--- config.mk ---
export PLATFORM = sky130hd
export DESIGN_NAME = fetch_stage
export DESIGN_NICKNAME = d
export VERILOG_FILES = /design/src/rtl/fetch_stage.sv
export SDC_FILE = /design/constraint.sdc
export NUM_CORES = 1
export LEC_CHECK = 0
export ABC_AREA = 1
export CELL_PAD_IN_SITES_DETAIL_PLACEMENT = 1
export CELL_PAD_IN_SITES_GLOBAL_PLACEMENT = 1
export CORE_ASPECT_RATIO = 2
export CORE_UTILIZATION = 39
export CTS_BUF_LIST = sky130_fd_sc_hd__clkbuf_8
export CTS_CLUSTER_DIAMETER = 200
export DETAILED_ROUTE_END_ITERATION = 7
export GPL_TIMING_DRIVEN = 0
export PLACE_DENSITY_LB_ADDON = 0.1
export REMOVE_ABC_BUFFERS = 1
export SETUP_SLACK_MARGIN = 0.02
export SLEW_MARGIN = 20
export SYNTH_ARGS = -nofsm -noshare
export SYNTH_HDL_FRONTEND = slang
export SYNTH_SLANG_ARGS = --single-unit
--- constraint.sdc ---
create_clock -name clk -period 13.4 [get_ports clk]
set_input_delay 2.68 -clock clk [delete_from_list [all_inputs] [get_ports clk]]
set_output_delay 2.68 -clock clk [all_outputs]
set_load 0.01 [all_outputs]
--- src/rtl/fetch_stage.sv ---
// fetch_stage: IF stage of the 5-stage RV64 pipeline.
// Owns the PC, keeps at most one instruction-bus request in flight, feeds the
// IF/ID register and follows the hazard unit (stall holds IF/ID, redirect
// flushes it). Responses that belong to a request overtaken by a redirect are
// dropped.
// Optional build macro: FETCH_PERF_EN enables the perf_fetched/perf_discard
// counters; without it both ports are tied to zero.
module fetch_stage #(
  parameter int unsigned     XLEN     = 64,
  parameter int unsigned     INSTR_W  = 32,
  parameter logic [XLEN-1:0] RESET_PC = XLEN'(64'h8000_0000)
) (
  input  logic               clk,
  input  logic               reset,
  input  logic               stall,
  input  logic               redirect,
  input  logic [XLEN-1:0]    redirect_pc,
  output logic               ireq_valid,
  output logic [XLEN-1:0]    ireq_addr,
  input  logic               iresp_ok,
  input  logic [INSTR_W-1:0] iresp_data,
  output logic               dec_valid,
  output logic [XLEN-1:0]    dec_pc,
  output logic [INSTR_W-1:0] dec_instr,
  output logic [31:0]        perf_fetched,
  output logic [31:0]        perf_discard
);

  typedef enum logic [1:0] {
    IDLE,
    REQ,
    HOLD,
    DISCARD
  } fetchState_t;

  fetchState_t        state;
  fetchState_t        stateNext;

  logic [XLEN-1:0]    pc;
  logic [XLEN-1:0]    staleAddr;
  logic [XLEN-1:0]    skidPc;
  logic [INSTR_W-1:0] skidInstr;

  logic               inReq;
  logic               inHold;
  logic               inDiscard;
  logic               deliverNow;
  logic               dropNow;

  assign inReq     = (state == REQ);
  assign inHold    = (state == HOLD);
  assign inDiscard = (state == DISCARD);

  // An instruction reaches IF/ID either straight from the bus or from the skid.
  assign deliverNow = !redirect && !stall && ((inReq && iresp_ok) || inHold);
  // A bus response is thrown away when a redirect overtakes it.
  assign dropNow    = (inReq && iresp_ok && redirect) || (inDiscard && iresp_ok);

  // State register.
  always_ff @(posedge clk or posedge reset) begin
    if (reset) begin
      state <= IDLE;
    end else begin
      state <= stateNext;
    end
  end

  // Next-state selection; redirect outranks stall in every state.
  always_comb begin
    stateNext = state;
    unique case (state)
      IDLE: stateNext = REQ;
      REQ: begin
        if (redirect) begin
          // Without the response in hand the bus transaction must still be
          // completed (no cancellation), so it is waited out in DISCARD.
          stateNext = iresp_ok ? REQ : DISCARD;
        end else if (iresp_ok) begin
          stateNext = stall ? HOLD : REQ;
        end
      end
      HOLD: begin
        if (redirect || !stall) begin
          stateNext = REQ;
        end
      end
      DISCARD: begin
        if (iresp_ok) begin
          stateNext = REQ;
        end
      end
      default: stateNext = IDLE;
    endcase
  end

  // Bus request outputs; DISCARD keeps presenting the overtaken address.
  always_comb begin
    ireq_valid = inReq || inDiscard;
    ireq_addr  = inDiscard ? staleAddr : pc;
  end

  // PC, stale-address latch and skid buffer.
  always_ff @(posedge clk or posedge reset) begin
    if (reset) begin
      pc        <= RESET_PC;
      staleAddr <= '0;
      skidPc    <= '0;
      skidInstr <= '0;
    end else begin
      if (redirect) begin
        pc <= redirect_pc;
      end else if (inReq && iresp_ok) begin
        pc <= pc + XLEN'(4);
      end
      if (inReq && redirect && !iresp_ok) begin
        staleAddr <= pc;
      end
      if (inReq && iresp_ok && stall && !redirect) begin
        skidPc    <= pc;
        skidInstr <= iresp_data;
      end
    end
  end

  // IF/ID register: flush on redirect, freeze on stall, otherwise load or bubble.
  always_ff @(posedge clk or posedge reset) begin
    if (reset) begin
      dec_valid <= 1'b0;
      dec_pc    <= '0;
      dec_instr <= '0;
    end else if (redirect) begin
      dec_valid <= 1'b0;
    end else if (!stall) begin
      if (inReq && iresp_ok) begin
        dec_valid <= 1'b1;
        dec_pc    <= pc;
        dec_instr <= iresp_data;
      end else if (inHold) begin
        dec_valid <= 1'b1;
        dec_pc    <= skidPc;
        dec_instr <= skidInstr;
      end else begin
        dec_valid <= 1'b0;
      end
    end
  end

`ifdef FETCH_PERF_EN
  logic [31:0] fetchedCnt;
  logic [31:0] discardCnt;

  // Delivered / dropped instruction counters, free-running with wrap.
  always_ff @(posedge clk or posedge reset) begin
    if (reset) begin
      fetchedCnt <= '0;
      discardCnt <= '0;
    end else begin
      if (deliverNow) begin
        fetchedCnt <= fetchedCnt + 32'd1;
      end
      if (dropNow) begin
        discardCnt <= discardCnt + 32'd1;
      end
    end
  end

  assign perf_fetched = fetchedCnt;
  assign perf_discard = discardCnt;
`else
  logic unusedPerf;
  assign unusedPerf   = deliverNow ^ dropNow;
  assign perf_fetched = '0;
  assign perf_discard = '0;
`endif

endmodule

# Word-level counts from Yosys, hierarchy flattened

Index checks and enable logic that the tools add are counted.
Widths: inputs -> output; s select.

Add/subtract/negate cells: 1
Multiply operators: 0
Div/mod/pow operators: 0
$lt $le $gt $ge: 0
Equality and inequality tests: 7
Shift-type cells: 0
Multiplexer cells: 18
Bitwise operators: 2
Reduce and logical (&&, ||, !) cells: 15

Operators with widths:

| operator              | count |
|---|---|
| $mux 64               | 5 |
| $add 64x3->64 const B | 1 |
| $mux 32               | 2 |
| $mux 2                | 6 |
| $pmux 2 s4            | 1 |
| $reduce_and 3->1      | 2 |
| $logic_and 1x1->1     | 5 |
| $eq 2x2->1 const B    | 2 |
| $mux 1                | 4 |
| $ne 2x1->1 const B    | 2 |
| $reduce_bool 2->1     | 2 |
| $logic_not 1->1       | 3 |
| $ne 3x3->1 const B    | 1 |
| $eq 2x1->1 const B    | 1 |
| $logic_not 2->1       | 1 |
| $logic_or 1x1->1      | 2 |
| $ne 2x2->1 const B    | 1 |
| $not 1->1             | 2 |

Bits in registers: 323
Latch bits: 0
Bits in writable memories: 0
ROM bits: 0
Bits of input ports: 101
Output and inout port bits: 226
Logic and storage cells: 51
Memories: 0

# Longest topological paths before layout

Gate-level depths: netlist of the first run.

Depth in word-level cells: 5
Gate-level depth with buffers: 11

# Least setup slack after synthesis of the first run

No wires, ideal clock.

Path kind: reg-to-output
From: reg state[0]
To: out ireq_addr[10]
Arrival: 1.272 ns
Path slack: 9.448 ns
Cell stages (with the launch flop): 6
Buffers on the path: 2
Path through: dfrtp_1 > nand2_1 > clkbuf_1 > clkbuf_1 > nor2_1 > a21oi_1

Cells in the longest elaborated chain, start to end: 2

Ends and longest elaborated chain:

| what                     | RTL line | text |
|---|---|---|
| start: declaration       | 36       | `fetchState_t state;` |
| start signal: assignment | 64       | `state <= stateNext;` |
| $eq 2x2->1               | 52       | `assign inDiscard = (state == DISCARD);` |
| $mux 64                  | 99       | `ireq_addr = inDiscard ? staleAddr : pc;` |
| end: declaration         | 19       | `output logic [XLEN-1:0] ireq_addr,` |

No other way between the ends.

# Worst setup path after layout of the first run

From: in iresp_ok
To: reg pc[4]

Cells in the longest elaborated chain, start to end: 2

Ends and longest elaborated chain:

| what                               | RTL line | text |
|---|---|---|
| start: declaration                 | 20       | `input logic iresp_ok,` |
| $logic_and 1x1->1                  | 112      | `end else if (inReq && iresp_ok) begin` |
| $reduce_bool 2->1 (no source line) | --       |  |
| end signal: assignment             | 111      | `pc <= redirect_pc;` |
| end signal: assignment             | 113      | `pc <= pc + XLEN'(4);` |
| end: declaration                   | 39       | `logic [XLEN-1:0] pc;` |

No other way between the ends.
A chain may end at the register's enable or synchronous reset.

==> results of run 1 <==
-- state kept, by name, indices dropped and copies added (netlist names) --
name,cells
dec_instr,32
dec_pc,64
dec_valid,1
pc,64
skidInstr,32
skidPc,64
staleAddr,64
state,2
-- synthesized netlist by cell type --
cell type	count	area, um2
a21oi_1	164	820.8
a31oi_1	48	300.3
buf_1	4	15.01
buf_2	34	170.2
buf_4	67	503.0
clkbuf_1	77	289.0
clkinv_1	3	11.26
conb_1	1	3.750
dfrtp_1	322	8058
dfstp_2	1	26.28
ha_1	1	12.51
inv_1	137	514.2
inv_2	5	18.77
nand2_1	523	1963
nand2_2	13	81.33
nand3_1	75	375.4
nand4_1	6	37.54
nand4_2	1	12.51
nor2_1	280	1051
nor2_2	6	37.54
nor2_4	3	33.78
o211ai_1	9	67.56
o21ai_0	294	1471
o21ai_1	24	120.1
o21bai_1	10	75.07
o221ai_1	4	35.03
o311ai_0	1	8.760
or2_2	1	6.260
xnor2_1	1	8.760
xor2_1	12	105.1
-- critical path: cells and delay by family --
family / cells / cell delay (ps)
AND/OR/NAND/NOR: 3 / 1110
AO/OA/AOI/OAI: 1 / 140
buffers and inverters: 6 / 1960
-- path summary, 6_finish.rpt --
| check | to | cells past startpoint |
|---|---|---|
| hold reg to reg | staleAddr[56] | 2 |
| hold / removal | staleAddr[56] | 2 |
| setup reg to reg | pc[4] | 10 |
| min in group asynchronous | skidInstr[15] | 2 |
| max in group asynchronous | staleAddr[32] | 4 |
| setup / recovery | pc[4] | 10 |
-- layer usage --
metal	wire length, um	vias up	part of all wire
li1	-	7196	-
met1	22360	7674	0.37
met2	32720	420	0.54
met3	2215	129	0.037
met4	2966	0	0.049
met5	0	-	0
-- cell families (layout without fill, tap and decap cells) --
family / Yosys count / after routing / share of synthesized area
other: 1 / 65 / 0.0002310
xor gates and xnor gates: 13 / 13 / 0.007014
DFF: 323 / 323 / 0.4980
adders and majority gates: 1 / 1 / 0.0007706
and+or+nand+nor: 908 / 908 / 0.2217
AOI/OAI and AO/OA: 554 / 554 / 0.1786
buffers and inverters: 327 / 510 / 0.09373
-- through the flow --
step / power, uW / cell area [um2] / util
finish: 4207 / 20280 / 0.4947
global route: 4487 / 20280 / 0.4947
CTS: 4251 / 20280 / 0.4947
detailed placement: 3395 / 19300 / 0.4709
global placement: 3292 / 18780 / 0.4583
floorplan: 2434 / 15490 / -
-- area by class of cell --
type / instances / area (um2) / area share
flip-flops and latches: 323 / 8084 / 0.3987
multi-input cells: 1540 / 6907 / 0.3406
repair buffers: 280 / 3070 / 0.1514
clock buffers: 64 / 880.8 / 0.04344
well taps: 535 / 669.4 / 0.03301
inverters: 145 / 570.5 / 0.02814
clock inverters: 21 / 93.84 / 0.004628
diodes: 1 / 2.502 / 0.0001234
-- power by group through the flow --
| stage | logic [uW] | registers [uW] | clock network [uW] |
|---|---|---|---|
| 6_report | 1680 | 1680 | 839 |
| 5_1_grt | 1860 | 1730 | 898 |
| 3_3_place_gp | 1620 | 1680 | 0 |
| 4_1_cts | 1710 | 1680 | 858 |
| 3_5_place_dp | 1700 | 1700 | 0 |
| 2_1_floorplan | 754 | 1680 | 0 |
==> run metrics, run 1 <==
Via-to-Cell Ratio=5.300; CTS Root Cell=clkbuf_8; CP startpoint kind=input pin; Post-Syn Area=16230 um2; post-CTS setup repair buffer count=0; Final Skew=27.34 ps; Synth Area per Inst=7.632 um2; unrepaired setup endpoints after global routing=false; met2 Usage GRT=0.5461; final hold slack=491.4 ps; grt ovf=0; hold crit path type=reg -> reg; setup violators final=0; Internal=2600 uW; kind of critical path=in -> reg; M1 GR Usage=0.3118; met3 GRT Util=0.03203; first-pass GRT wire length=94.51 mm; worst path setup slack after routing=7903 ps; worst-path cell chain=clkdlybuf4s50_1 > inv_1 > nor2_4 > buf_12 > inv_6 > buf_16 > nand2_4 > inv_1 > nand2_1 > o311ai_0; Worst Setup SP=iresp_ok; CTS tree=done; core area=40990 um2; reg-to-reg startpoint=state[1]; clk buf depth=3; Arrival @ worst endpoint=5970 ps; CTS H-Tree Depth=2; gpl congestion=0.8496; maximum fanout along the worst path=50; sequential share of power=0.400; Seq cells post-synth=323; placed instance count=2823; die width=146.3 um; final wirelength=60.27 mm; DRT Pass-1 Iters=4; pwr dens=207.5 nW/um2; antenna violations before repair=1; cts repair resizes=0; worst skew pair latency=630 ps; Critical Path Slowest Stage Cell=inv_1; setup tns final=0 ps; Die H=290.5 um; Max IR drop VDD=0.00009407 V; number of global-route vias before repair=16500; nets=2441; CTS sink cnt=323; DIE AREA=42490 um2; Slew Viols, Final=0; Post-Syn Instances=2127; First DRT Iteration DRCs=606; Starting Density=0.3960; part of the power in combinational logic=0.400; clock power share=0.199; Final Hold Fails=0; num rows=105; GRT Max-Usage Layer=met2; switching pwr=1607 uW; commonest non-fill, non-tap cells in the layout=nand2_1 (521), dfrtp_1 (322), o21ai_0 (294); hpwl dp=42.86 mm; DR WL/cell=20.72 um; post-route ant nets=0; Reg2Reg Setup Slack=9980 ps; All-Layer GR Usage=0.2877; io pins=327; DRC viols=0; Layout Cells excl Fill=2909; synthesis-to-layout area growth=24.92%; fin crit share=0.4102; hold_sp=staleAddr[56]; sw frac=0.3820; largest net degree at the start of global routing=111; hold-fix buffer count after cts=0; pre-CTS setup slack=7277 ps; measured slew at the worst slew-check pin=936.1 ps; Num CTS Buffers=49; status=finished, final reports clean; Crit. End Element=flip-flop; vias=15420; commonest non-fill, non-tap cell in the layout=nand2_1; CP required=13870 ps; Achievable Freq=0.1819 GHz; post-route minimum period=5497 ps; Seq/Total Area, Yosys=0.4980; YS warnings=0; max-cap viol count=0; Synth cell types=30; Leak Pwr=0.009040 uW; Slew HR=0.3752; Worst path max stage delay=640 ps; port bufs=262; most frequent CP cell=inv_1; layout cells sized above 1=0.05141; # fillers=5076; Clock Pin Slew Worst Setup and Hold Paths=60 ps
Note: power is estimated with default switching activity, not from simulation.
==> run 2: changes to the inputs <==
CORE_UTILIZATION = 35   (was 39)
clock period = 4.4 ns   (was 13.4 ns; I/O delays follow)
==> run metrics, run 2 (synthesized netlist as in run 1, its figures left out) <==
status=finished, final reports clean (unchanged); antenna violations before repair=1 (unchanged); hold-fix buffer count after cts=0 (unchanged); pwr dens=636.9 nW/um2 (was 207.5 nW/um2); nets=2443 (was 2441); final wirelength=61.73 mm (was 60.27 mm); First DRT Iteration DRCs=605 (was 606); hold crit path type=reg -> reg (unchanged); Final Hold Fails=0 (unchanged); DRC viols=0 (unchanged); Die H=306.6 um (was 290.5 um); setup tns final=0 ps (unchanged); unrepaired setup endpoints after global routing=false (unchanged); fin crit share=0.9062; Via-to-Cell Ratio=5.191 (was 5.300); synthesis-to-layout area growth=25.84% (was 24.92%); CP startpoint kind=input pin (unchanged); Slew Viols, Final=0 (unchanged); core area=45830 um2 (was 40990 um2); maximum fanout along the worst path=65 (was 50); num rows=111 (was 105); gpl congestion=0.8673 (was 0.8496); Clock Pin Slew Worst Setup and Hold Paths=70 ps (was 60 ps); die width=154.3 um (was 146.3 um); commonest non-fill, non-tap cell in the layout=nand2_1 (unchanged); Slew HR=0.3679 (was 0.3752); post-CTS setup repair buffer count=0 (unchanged); CTS H-Tree Depth=2 (unchanged); Final Skew=27.11 ps (was 27.34 ps); cts repair resizes=0 (unchanged); All-Layer GR Usage=0.2658 (was 0.2877); worst skew pair latency=620 ps (was 630 ps); Crit. End Element=flip-flop (unchanged); number of global-route vias before repair=16540 (was 16500); grt ovf=0 (unchanged); Arrival @ worst endpoint=4450 ps (was 5970 ps); vias=15290 (was 15420); DIE AREA=47300 um2 (was 42490 um2); DRT Pass-1 Iters=4 (unchanged); DR WL/cell=20.95 um (was 20.72 um); CP required=4860 ps (was 13870 ps); Starting Density=0.3542 (was 0.3960); port bufs=262 (unchanged); Leak Pwr=0.009088 uW (was 0.009040 uW); post-route ant nets=0 (unchanged); clk buf depth=3 (unchanged); largest net degree at the start of global routing=110 (was 111); Num CTS Buffers=50 (was 49); first-pass GRT wire length=96.32 mm (was 94.51 mm); CTS Root Cell=clkbuf_8 (unchanged); setup violators final=0 (unchanged); layout cells sized above 1=0.05588 (was 0.05141); hpwl dp=44.27 mm (was 42.86 mm); CTS tree=done (unchanged); post-route minimum period=3987 ps; Achievable Freq=0.2508 GHz; max-cap viol count=0 (unchanged); commonest non-fill, non-tap cells in the layout=nand2_1 (521), dfrtp_1 (322), o21ai_0 (294) (unchanged); CTS sink cnt=323 (unchanged); total power=13010 uW (was 4207 uW); kind of critical path=in -> reg (unchanged); io pins=327 (unchanged); Max IR drop VDD=0.0002935 V (was 0.00009407 V); measured slew at the worst slew-check pin=947.1 ps (was 936.1 ps)
-- run 2: per-layer routing --
metal / global-route usage / part of all wire / wire length, um
met1: 0.2847 / 0.37 / 22930
met2: 0.4999 / 0.53 / 32770
met3: 0.03354 / 0.040 / 2475
met4: 0.1455 / 0.058 / 3552
met5: 0 / 0 / 0
-- run 2: worst paths after layout --
kind,end,slack [ps],from,depth (start not counted)
worst min register to register,staleAddr[38],490,staleAddr[38],2
worst max-delay path,pc[4],410,iresp_ok,10
max in group asynchronous,dec_pc[30],2350,reset,4
min in group asynchronous,dec_pc[3],700,reset,2
worst min-delay path,staleAddr[38],490,staleAddr[38],2
worst max register to register,pc[4],670,state[1],10
-- run 2: metrics by stage --
step                cells  hold slack (ps)  setup WS, ps    util  cell area [um2]
CTS                  2945            492.1         376.4  0.4456            20420
global placement     2835            467.0        -10050  0.4107            18820
global route         2946            506.3         232.5  0.4457            20430
detailed placement   2854            474.7        -219.6  0.4224            19360
floorplan            2008            453.7         -5420       -            15490
finish               2946            491.2         412.6  0.4457            20430
-- run 2: cell type report --
type | count | area, um2
repair buffers | 281 | 3090
inverters | 145 | 570.5
diodes | 1 | 2.502
clock buffers | 62 | 853.3
fillers | 5606 | 25400
clock inverters | 29 | 212.7
flip-flops and latches | 323 | 8084
well taps | 565 | 706.9
multi-input cells | 1540 | 6907
-- run 2: power breakdown --
group	switching (uW)	internal, uW
sequential	854	4250
clock	1300	1450
combinational	2780	2380
-- run 2: critical path, stage by stage --
cell and delay, ps:
clkdlybuf4s50_1 520, inv_1 90, nor2_4 580, buf_12 260, inv_6 150, buf_16 250
nand2_4 570, inv_1 640, nand2_1 200, o311ai_0 170
==> run 3: changes to the inputs <==
clock period = 3.62 ns   (was 4.4 ns; I/O delays follow)
==> run metrics, run 3 (synthesized netlist as in run 1, its figures left out) <==
Die H=306.6 um (unchanged); DRC viols=0 (unchanged); Internal=9855 uW (was 8076 uW); core area=45830 um2 (unchanged); pwr dens=777.5 nW/um2 (was 636.9 nW/um2); hold crit path type=reg -> reg (unchanged); setup tns final=0 ps (unchanged); port bufs=262 (unchanged); Arrival @ worst endpoint=2750 ps (was 4450 ps); worst path setup slack after routing=146.2 ps (was 412.6 ps); pre-CTS setup slack=-843.6 ps (was -219.6 ps); post-route ant nets=0 (unchanged); worst path bufs/invs=3 (was 6); sw frac=0.3824 (was 0.3793); All-Layer GR Usage=0.2686 (was 0.2658); worst-path cell chain=nand2_8 > buf_12 > buf_16 > nor2_1 > a21oi_1 > clkdlybuf4s50_1 (was clkdlybuf4s50_1 > inv_1 > nor2_4 > buf_12 > inv_6 > buf_16 > nand2_4 > inv_1 > nand2_1 > o311ai_0); Num CTS Buffers=50 (unchanged); fin crit share=0.9596; switching pwr=6103 uW (was 4935 uW); CTS sink cnt=323 (unchanged); DR WL/cell=21.33 um (was 20.95 um); Slew HR=0.5153 (was 0.3679); measured slew at the worst slew-check pin=725.3 ps (was 947.1 ps); first-pass GRT wire length=97.15 mm (was 96.32 mm); die width=154.3 um (unchanged); Worst Setup SP=state[0] (was iresp_ok); Critical Path Slowest Stage Cell=clkdlybuf4s50_1 (was inv_1); CP startpoint kind=flip-flop (was input pin); part of the power in combinational logic=0.400 (was 0.397); nets=2448 (was 2443); Leak Pwr=0.009115 uW (was 0.009088 uW); num rows=111 (unchanged); CTS Root Cell=clkbuf_8 (unchanged); worst skew pair latency=620 ps (about the same); Slew Viols, Final=0 (unchanged); DRT Pass-1 Iters=4 (unchanged); clock power share=0.210 (was 0.211); Clock Pin Slew Worst Setup and Hold Paths=70 ps (about the same); CP required=2900 ps (was 4860 ps); unrepaired setup endpoints after global routing=false (unchanged); max-cap viol count=0 (unchanged); hold_sp=staleAddr[38] (unchanged); Final Skew=29.14 ps (was 27.11 ps); commonest non-fill, non-tap cell in the layout=nand2_1 (unchanged); largest net degree at the start of global routing=110 (unchanged); grt ovf=0 (unchanged); vias=15360 (was 15290); Top delay family on crit path=buffers and inverters (unchanged); number of global-route vias before repair=16620 (was 16540); final wirelength=62.94 mm (was 61.73 mm); CTS H-Tree Depth=2 (unchanged); kind of critical path=reg -> out (was in -> reg); antenna violations before repair=1 (unchanged); CTS tree=done (unchanged); gpl congestion=0.8673 (unchanged); DIE AREA=47300 um2 (unchanged); First DRT Iteration DRCs=630 (was 605); Worst path max stage delay=600 ps (was 640 ps); Crit. End Element=output pin (was flip-flop); reg-to-reg startpoint=state[1] (unchanged); Starting Density=0.3542 (unchanged); Max IR drop VDD=0.0003570 V (was 0.0002935 V); post-route minimum period=3474 ps; setup violators final=0 (unchanged); layout cells sized above 1=0.06038 (was 0.05588); io pins=327 (unchanged); Final Hold Fails=0 (unchanged); hpwl dp=44.27 mm (unchanged); sequential share of power=0.390 (was 0.392); Achievable Freq=0.2879 GHz; hold-fix buffer count after cts=0 (unchanged); synthesis-to-layout area growth=26.44% (was 25.84%); maximum fanout along the worst path=36 (was 65); Via-to-Cell Ratio=5.203 (was 5.191); status=finished, final reports clean (unchanged); commonest non-fill, non-tap cells in the layout=nand2_1 (521), dfrtp_1 (320), o21ai_0 (294) (was nand2_1 (521), dfrtp_1 (322), o21ai_0 (294)); clk buf depth=3 (unchanged)
[run 3: cell count changes in the layout (fill, tap and decap cells not counted), sizes merged]
cell	previous run	this run
buf	20	22
nand2	536	538
clkbuf	62	63
clkinvlp	1	2
inv	156	155
[run 3: routing by layer]
layer | GRT usage | wire length [um]
met1 | 0.2881 | 23400
met2 | 0.5033 | 33320
met3 | 0.03396 | 2509
met4 | 0.1497 | 3708
met5 | 0 | 0
[run 3: area by class of cell]
| type | count | area (um2) |
|---|---|---|
| antenna | 1 | 2.502 |
| clock buffer | 62 | 853.3 |
| clock inverter | 29 | 212.7 |
| fill | 5609 | 25310 |
| inverter | 145 | 574.3 |
| multi-input combinational | 1542 | 6958 |
| sequential | 323 | 8087 |
| tap | 565 | 706.9 |
| timing repair buffer | 284 | 3131 |
[run 3: final timing paths]
path	to	slack (ps)	depth (start not counted)
max	ireq_addr[47]	150	6
max in group asynchronous	dec_pc[30]	1730	4
min in group asynchronous	dec_pc[3]	540	2
min	staleAddr[38]	490	2
min reg2reg	staleAddr[38]	490	2
max reg2reg	pc[32]	340	11
[run 3: power by group through the flow]
stage                     Clock [uW]  Combinational, uW  Sequential, uW
after global routing            3570               7050            6420
after CTS                       3440               6430            6230
after floorplan                    0               2790            6220
after global placement             0               6080            6200
final                           3350               6380            6230
after detailed placement           0               6340            6270
[run 3: worst min-delay path, stage by stage (launching register included)]
cell	delay (ps)
dfrtp_1	350
nand2_1	50
o21ai_0	60
[run 3: per-stage QoR]
stage | instance area [um2] | power, uW | cells | utilization | hold slack [ps]
4_1_cts | 20480 | 16100 | 2949 | 0.4470 | 464.2
6_report | 20520 | 15960 | 2951 | 0.4478 | 489.1
3_3_place_gp | 18820 | 12280 | 2835 | 0.4107 | 467.0
3_5_place_dp | 19360 | 12610 | 2854 | 0.4224 | 474.7
2_1_floorplan | 15490 | 9008 | 2008 | - | 453.7
5_1_grt | 20520 | 17040 | 2951 | 0.4478 | 504.6
[run 3: repair_timing]
action	4_1_cts	5_1_grt
cloned	2	1
pin swaps	1	0
gates resized for setup	6	2
buffers inserted	2	0
endpoints found under the setup margin	38	14
